--- src/rtl/cla_nibble_sequencer_if.sv ---
// Request/result bundle for the nibble-serial adder.
//   master : drives start, a, b, cin; observes busy, done, sum, cout, ovf
//   slave  : the sequencer side of the same signals
interface cla_nibble_sequencer_if #(
  parameter int WIDTH = 16
);
  logic             start;
  logic [WIDTH-1:0] a;
  logic [WIDTH-1:0] b;
  logic             cin;
  logic             busy;
  logic             done;
  logic [WIDTH-1:0] sum;
  logic             cout;
  logic             ovf;

  modport master (
    output start, a, b, cin,
    input  busy, done, sum, cout, ovf
  );

  modport slave (
    input  start, a, b, cin,
    output busy, done, sum, cout, ovf
  );
endinterface

--- src/rtl/cla_nibble_sequencer.sv ---
// Nibble-serial wide adder: one 4-bit carry-lookahead slice is reused for
// WIDTH/4 clocks, least-significant nibble first, producing a full-width
// sum, carry-out and signed-overflow flag.
// Ports:
//   clk  : rising-edge clock
//   rst  : synchronous active-high reset
//   bus  : slave side of cla_nibble_sequencer_if
//          start/a/b/cin in (captured on the accepting edge),
//          busy/done/sum/cout/ovf out (all registered)
// WIDTH must be a multiple of 4 and at least 8.
module cla_nibble_sequencer #(
  parameter int WIDTH = 16
) (
  input  logic                   clk,
  input  logic                   rst,
  cla_nibble_sequencer_if.slave  bus
);

  localparam int N  = WIDTH / 4;
  localparam int KW = (N > 1) ? $clog2(N) : 1;
  localparam logic [KW-1:0] KLAST = KW'(N - 1);

  typedef enum logic [1:0] {IDLE, RUN, DONE} state_t;

  state_t state_q, state_d;

  logic [WIDTH-1:0] a_q, b_q, partial_q, partial_d;
  logic [KW-1:0]    k_q;
  logic             carry_q;
  logic             busy_q, done_q, cout_q, ovf_q;
  logic [WIDTH-1:0] sum_q;

  logic [3:0] slice_in1, slice_in2, slice_sum;
  logic       slice_cout, carry_top;
  logic       accept, last;

  // 4-bit carry-lookahead slice; returns {cout, sum}.
  function automatic logic [4:0] cla4(input logic [3:0] in1,
                                      input logic [3:0] in2,
                                      input logic       cin);
    logic [3:0] g, p;
    logic [4:0] c;
    g = in1 & in2;
    p = in1 ^ in2;
    c[0] = cin;
    c[1] = g[0] | (p[0] & cin);
    c[2] = g[1] | (p[1] & g[0]) | (p[1] & p[0] & cin);
    c[3] = g[2] | (p[2] & g[1]) | (p[2] & p[1] & g[0]) | (p[2] & p[1] & p[0] & cin);
    c[4] = g[3] | (p[3] & g[2]) | (p[3] & p[2] & g[1]) | (p[3] & p[2] & p[1] & g[0])
         | (p[3] & p[2] & p[1] & p[0] & cin);
    return {c[4], p ^ c[3:0]};
  endfunction

  assign slice_in1 = a_q[4*k_q +: 4];
  assign slice_in2 = b_q[4*k_q +: 4];
  assign {slice_cout, slice_sum} = cla4(slice_in1, slice_in2, carry_q);

  // Carry into the top bit recovered from the top nibble's bit 3; only
  // meaningful on the last step, which is the only time it is used.
  assign carry_top = slice_in1[3] ^ slice_in2[3] ^ slice_sum[3];

  assign accept = (state_q != RUN) && bus.start;
  assign last   = (state_q == RUN) && (k_q == KLAST);

  // Partial sum with the current nibble merged in, so the final edge can
  // load the complete result straight into sum.
  always_comb begin
    partial_d = partial_q;
    partial_d[4*k_q +: 4] = slice_sum;
  end

  always_comb begin
    state_d = state_q;
    case (state_q)
      IDLE:    if (bus.start) state_d = RUN;
      RUN:     if (k_q == KLAST) state_d = DONE;
      DONE:    state_d = bus.start ? RUN : IDLE;
      default: state_d = IDLE;
    endcase
  end

  always_ff @(posedge clk) begin
    if (rst) state_q <= IDLE;
    else     state_q <= state_d;
  end

  always_ff @(posedge clk) begin
    if (rst) begin
      k_q     <= '0;
      carry_q <= 1'b0;
      busy_q  <= 1'b0;
      done_q  <= 1'b0;
      sum_q   <= '0;
      cout_q  <= 1'b0;
      ovf_q   <= 1'b0;
    end else begin
      busy_q <= (state_d == RUN);
      done_q <= (state_d == DONE);
      if (accept) begin
        carry_q <= bus.cin;
        k_q     <= '0;
      end else if (state_q == RUN) begin
        carry_q <= slice_cout;
        if (last) begin
          sum_q  <= partial_d;
          cout_q <= slice_cout;
          ovf_q  <= carry_top ^ slice_cout;
        end else begin
          k_q <= k_q + 1'b1;
        end
      end
    end
  end

  // Operand and partial-sum storage carries no reset; it is always
  // reloaded on the accepting edge before use.
  always_ff @(posedge clk) begin
    if (accept) begin
      a_q       <= bus.a;
      b_q       <= bus.b;
      partial_q <= '0;
    end else if (state_q == RUN) begin
      partial_q <= partial_d;
    end
  end

  assign bus.busy = busy_q;
  assign bus.done = done_q;
  assign bus.sum  = sum_q;
  assign bus.cout = cout_q;
  assign bus.ovf  = ovf_q;

endmodule

--- src/flat_wrapper.sv ---
// flat-port wrapper written by rule: the top's interface ports become plain ports
module cla_nibble_sequencer_flat 
#(
  parameter int WIDTH = 16
)
  (clk, rst, bus_start, bus_a, bus_b, bus_cin, bus_busy, bus_done, bus_sum, bus_cout, bus_ovf);
  cla_nibble_sequencer_if #(.WIDTH(WIDTH)) bus_i ();
  input  logic clk;
  input  logic rst;
  input wire logic [$bits(bus_i.start)-1:0] bus_start;
  input wire logic [$bits(bus_i.a)-1:0] bus_a;
  input wire logic [$bits(bus_i.b)-1:0] bus_b;
  input wire logic [$bits(bus_i.cin)-1:0] bus_cin;
  output wire logic [$bits(bus_i.busy)-1:0] bus_busy;
  output wire logic [$bits(bus_i.done)-1:0] bus_done;
  output wire logic [$bits(bus_i.sum)-1:0] bus_sum;
  output wire logic [$bits(bus_i.cout)-1:0] bus_cout;
  output wire logic [$bits(bus_i.ovf)-1:0] bus_ovf;
  assign bus_i.start = bus_start;
  assign bus_i.a = bus_a;
  assign bus_i.b = bus_b;
  assign bus_i.cin = bus_cin;
  assign bus_busy = bus_i.busy;
  assign bus_done = bus_i.done;
  assign bus_sum = bus_i.sum;
  assign bus_cout = bus_i.cout;
  assign bus_ovf = bus_i.ovf;
  cla_nibble_sequencer #(.WIDTH(WIDTH)) u_core (.clk(clk), .rst(rst), .bus(bus_i));
endmodule
--- config.mk ---
export PLATFORM = sky130hd
export DESIGN_NAME = cla_nibble_sequencer_flat
export DESIGN_NICKNAME = d
export VERILOG_FILES = /design/src/rtl/cla_nibble_sequencer_if.sv /design/src/rtl/cla_nibble_sequencer.sv /design/src/flat_wrapper.sv
export SDC_FILE = /design/constraint.sdc
export NUM_CORES = 1
export LEC_CHECK = 0
export BUFFER_PORTS_ARGS = -buffer_cell sky130_fd_sc_hd__clkbuf_2
export CAP_MARGIN = 20
export CORE_MARGIN = 5
export CORE_UTILIZATION = 50
export CTS_CLUSTER_DIAMETER = 60
export DETAILED_ROUTE_END_ITERATION = 7
export PLACE_DENSITY = 0.85
export SETUP_SLACK_MARGIN = 0.15
export SLEW_MARGIN = 40
export SYNTH_ARGS = -nofsm -noshare
export SYNTH_HDL_FRONTEND = slang
export SYNTH_SLANG_ARGS = --single-unit
--- constraint.sdc ---
create_clock -name clk -period 2.6 [get_ports clk]
set_clock_uncertainty 0.15 [all_clocks]
set_input_delay 0.52 -clock clk [delete_from_list [all_inputs] [get_ports clk]]
set_output_delay 0.52 -clock clk [all_outputs]
set_load 0.02 [all_outputs]
==> results.toml <==
[status]
outcome = "finished, final reports clean"

[detailed_routing]
highest_layer = "met4"
dr_wl_met3_um = 573
routed_via_density = 5.73
routed_wl_mm = 6.44
wl_met2_mm = 3.12
wl_met1_mm = 2.61
drtIter0Drc = 166
antenna_left = 0
drc = 0
wl_per_cell_um = 16.2
dr.pass1.iters = 4
vias = 2281

[power_and_ir_drop]
p_leak_nw = 1.49
p_comb_share_pct = 16.4
internal-power_mw = 1.87
pwr-share-seq_pct = 49.8
switching_power_uw = 686
power_per_cell_area_nw_per_um2 = 662
ir_drop_mv = 0.545
pwr-share-clk_pct = 33.9
finalPower_mw = 2.56
sw_frac_of_total_pct = 26.8

[worst_setup_path]
cp-end-kind = "flip-flop"
rr_endpoint = "u_core.partial_q[3]"
slowest_stage = "mux4_2"
startpoint = "u_core.k_q[0]"
critPathMaxFanout = 6
arrival_ps = 2620
cpPeakStageDelay_ps = 570
cp-start-kind = "flip-flop"
critPathKind = "reg -> reg"
crit_path_cell_trace = "mux4_2 > ha_4 > a211o_4 > a31o_2 > xnor2_2 > o32ai_2"
timing.rr.start = "u_core.k_q[0]"
reg2regPathDepth = 6
r2r_slack_ps = 100
required_ps = 2710

[yosys]
syn_avg_cell_area_sq_um = 12.5
synth_enable_flop_cells = 32
synth_cell_types = 41
synth_top_family_by_area = "compound AO/OA/AOI/OAI gates"
synthAdderAreaFrac_pct = 5.01
synthMuxAreaShare_pct = 7.31
synth_fp_nets = 300
syn_area_sq_um = 3150
synthCells = 252
synth_ff_type = "dfxtp_1"
synth_seq_cells = 73
async_reset_ff_share_pct = 0
yosys.area_share.simple_pct = 11.3
yosysSeqAreaShare_pct = 56.6
yosys.area_share.xor_xnor_pct = 0.835
yosys_warnings = 0
synth_compound_area_share_pct = 15.3

[timing]
finalHoldViolations = 0
rsz0062_at_grt = "yes"
finalSetupViolations = 0
worst_pin_slew_ps = 429
holdWs_ps = 192
finalCriticalPeriod_ps = 2500
setup_tns_ps = 0
fmax_mhz = 399
setup_ws_ps = 96.5
max-slew-margin-rel_pct = 71.4
fin_crit_sh_pct = 96.3
slew_viol_final = 0

[final_layout]
fill_cells = 495
design_area_sq_um = 3870
fin_util_pct = 62.0
final_cell_mix = "55 x clkbuf_2, 40 x dfxtp_1, 32 x edfxtp_1"
layout-drive-gt1-share_pct = 35.5
nNetsFinal = 364
syn_to_final_growth_pct = 22.9
layout_commonest_cell = "clkbuf_2"
diodes = 0
fin_cells = 398

[placed_design]
portBuffers = 55
dp.cells = 379
gp_congestion = 0.851
dp_slack_ps = 86.5
hpwl_mm = 4.55
placed_area_sq_um = 3590

[clocking]
clkTransAtPathRegs_ps = 70
clock_sinks = 73
cts_buffer_depth = 2
cts_buffers = 9
insertion_delay_ps = 350
h-tree-depth = 3
root_buffer = "clkbuf_8"
cts_tree = "built"

[min_path]
whs_path_depth = 1
hp-start = "bus_b[5]"
hp-class = "in -> reg"
whs_endpoint = "u_core.b_q[5]"

[floorplan]
ios = 56
start_util_pct = 50.4
row_count = 29
fp.dieArea_sq_um = 7980
core_area_sq_um = 6240
die_h_um = 89.3
die_w_um = 89.3

[global_route]
grt_overflow = 0
grt_use_total_pct = 17.4
grt_pass1_wl_mm = 10.3
grt_max_degree = 37
antenna_found_initial = 0
grt_pass1_vias = 2208

[job]
cap_violations = 0
-- worst max path at each step --
stage | depth (start not counted) | to
global placement | 6 | u_core.carry_q
detailed placement | 6 | u_core.bus.sum[3]
floorplan | 8 | u_core.partial_q[11]
CTS | 6 | u_core.bus.ovf
finish | 6 | u_core.partial_q[3]
global route | 6 | u_core.bus.sum[3]
-- kinds of logic (layout without fill, tap and decap cells) --
family                     Yosys count  after routing
DFF                                 73             73
AOI/OAI and AO/OA                   64             65
and+or+nand+nor                     61             61
buffers and inverters               26             94
muxes                               13             13
adders and majority gates           12             12
xor gates and xnor gates             3              3
-- state kept, by name (all words and copies together) (netlist names) --
register	count
u_core.a_q	16
u_core.b_q	16
u_core.bus.busy	1
u_core.bus.cout	1
u_core.bus.done	1
u_core.bus.ovf	1
u_core.bus.sum	16
u_core.carry_q	1
u_core.k_q	2
u_core.partial_q	16
u_core.state_q	2
-- repair_timing --
action                                  4_1_cts  5_1_grt
endpoints found under the setup margin       11       31
pin swaps                                     0        5
gates resized for setup                       2       10
setup buffers                                 2        0
gates cloned                                  0        1
hold buffers                                  0        0
-- cells in the mapped netlist, drive strengths merged, types with 2 or more instances --
master | count | area, sq um
a211o | 2 | 17.5
a211oi | 15 | 113
a21oi | 10 | 50.1
a22oi | 3 | 22.5
a31oi | 4 | 40.0
a32o | 6 | 60.1
a41o | 4 | 40.0
buf | 9 | 51.3
clkbuf | 11 | 41.3
dfxtp | 41 | 821
edfxtp | 32 | 961
ha | 11 | 138
inv | 6 | 22.5
mux2i | 5 | 50.1
mux4 | 8 | 180
nand2 | 6 | 22.5
nand3b | 9 | 67.6
nor2 | 19 | 71.3
nor2b | 15 | 93.8
nor4bb | 4 | 40.0
o21ai | 9 | 45.0
o32ai | 5 | 43.8
xnor2 | 2 | 17.5
-- area by class of cell --
type	count	area [sq um]	share of cell area, %
clock buffers	9	124	3.20
clock inverters	7	70.1	1.81
inverters	6	22.5	0.582
multi-input cells	154	1360	35.0
flip-flops and latches	73	1790	46.1
well taps	77	96.3	2.49
repair buffers	72	415	10.7
-- routing by layer --
layer | GRT usage, % | vias up
met1 | 20.7 | 1078
met4 | 6.22 | 0
met3 | 7.28 | 20
li1 | - | 1087
met5 | 0 | -
met2 | 28.4 | 96
-- power by group through the flow --
| stage | registers, mW | clock network, mW | logic, mW |
|---|---|---|---|
| final | 1.27 | 0.867 | 0.419 |
| after global routing | 1.28 | 0.935 | 0.448 |
| after CTS | 1.27 | 0.889 | 0.380 |
| after detailed placement | 1.30 | 0 | 0.367 |
| after global placement | 1.30 | 0 | 0.355 |
| after floorplan | 1.29 | 0 | 0.257 |
-- critical path: cells and delay by family, from the launching register on --
family                   cells  cell delay [ps]
adder cells (fa/ha/maj)      1              270
AO/OA/AOI/OAI                3              860
flip-flops                   1              400
XOR/XNOR                     1              170
multiplexers                 1              570
No activity file was read; power rests on OpenSTA's default activity.
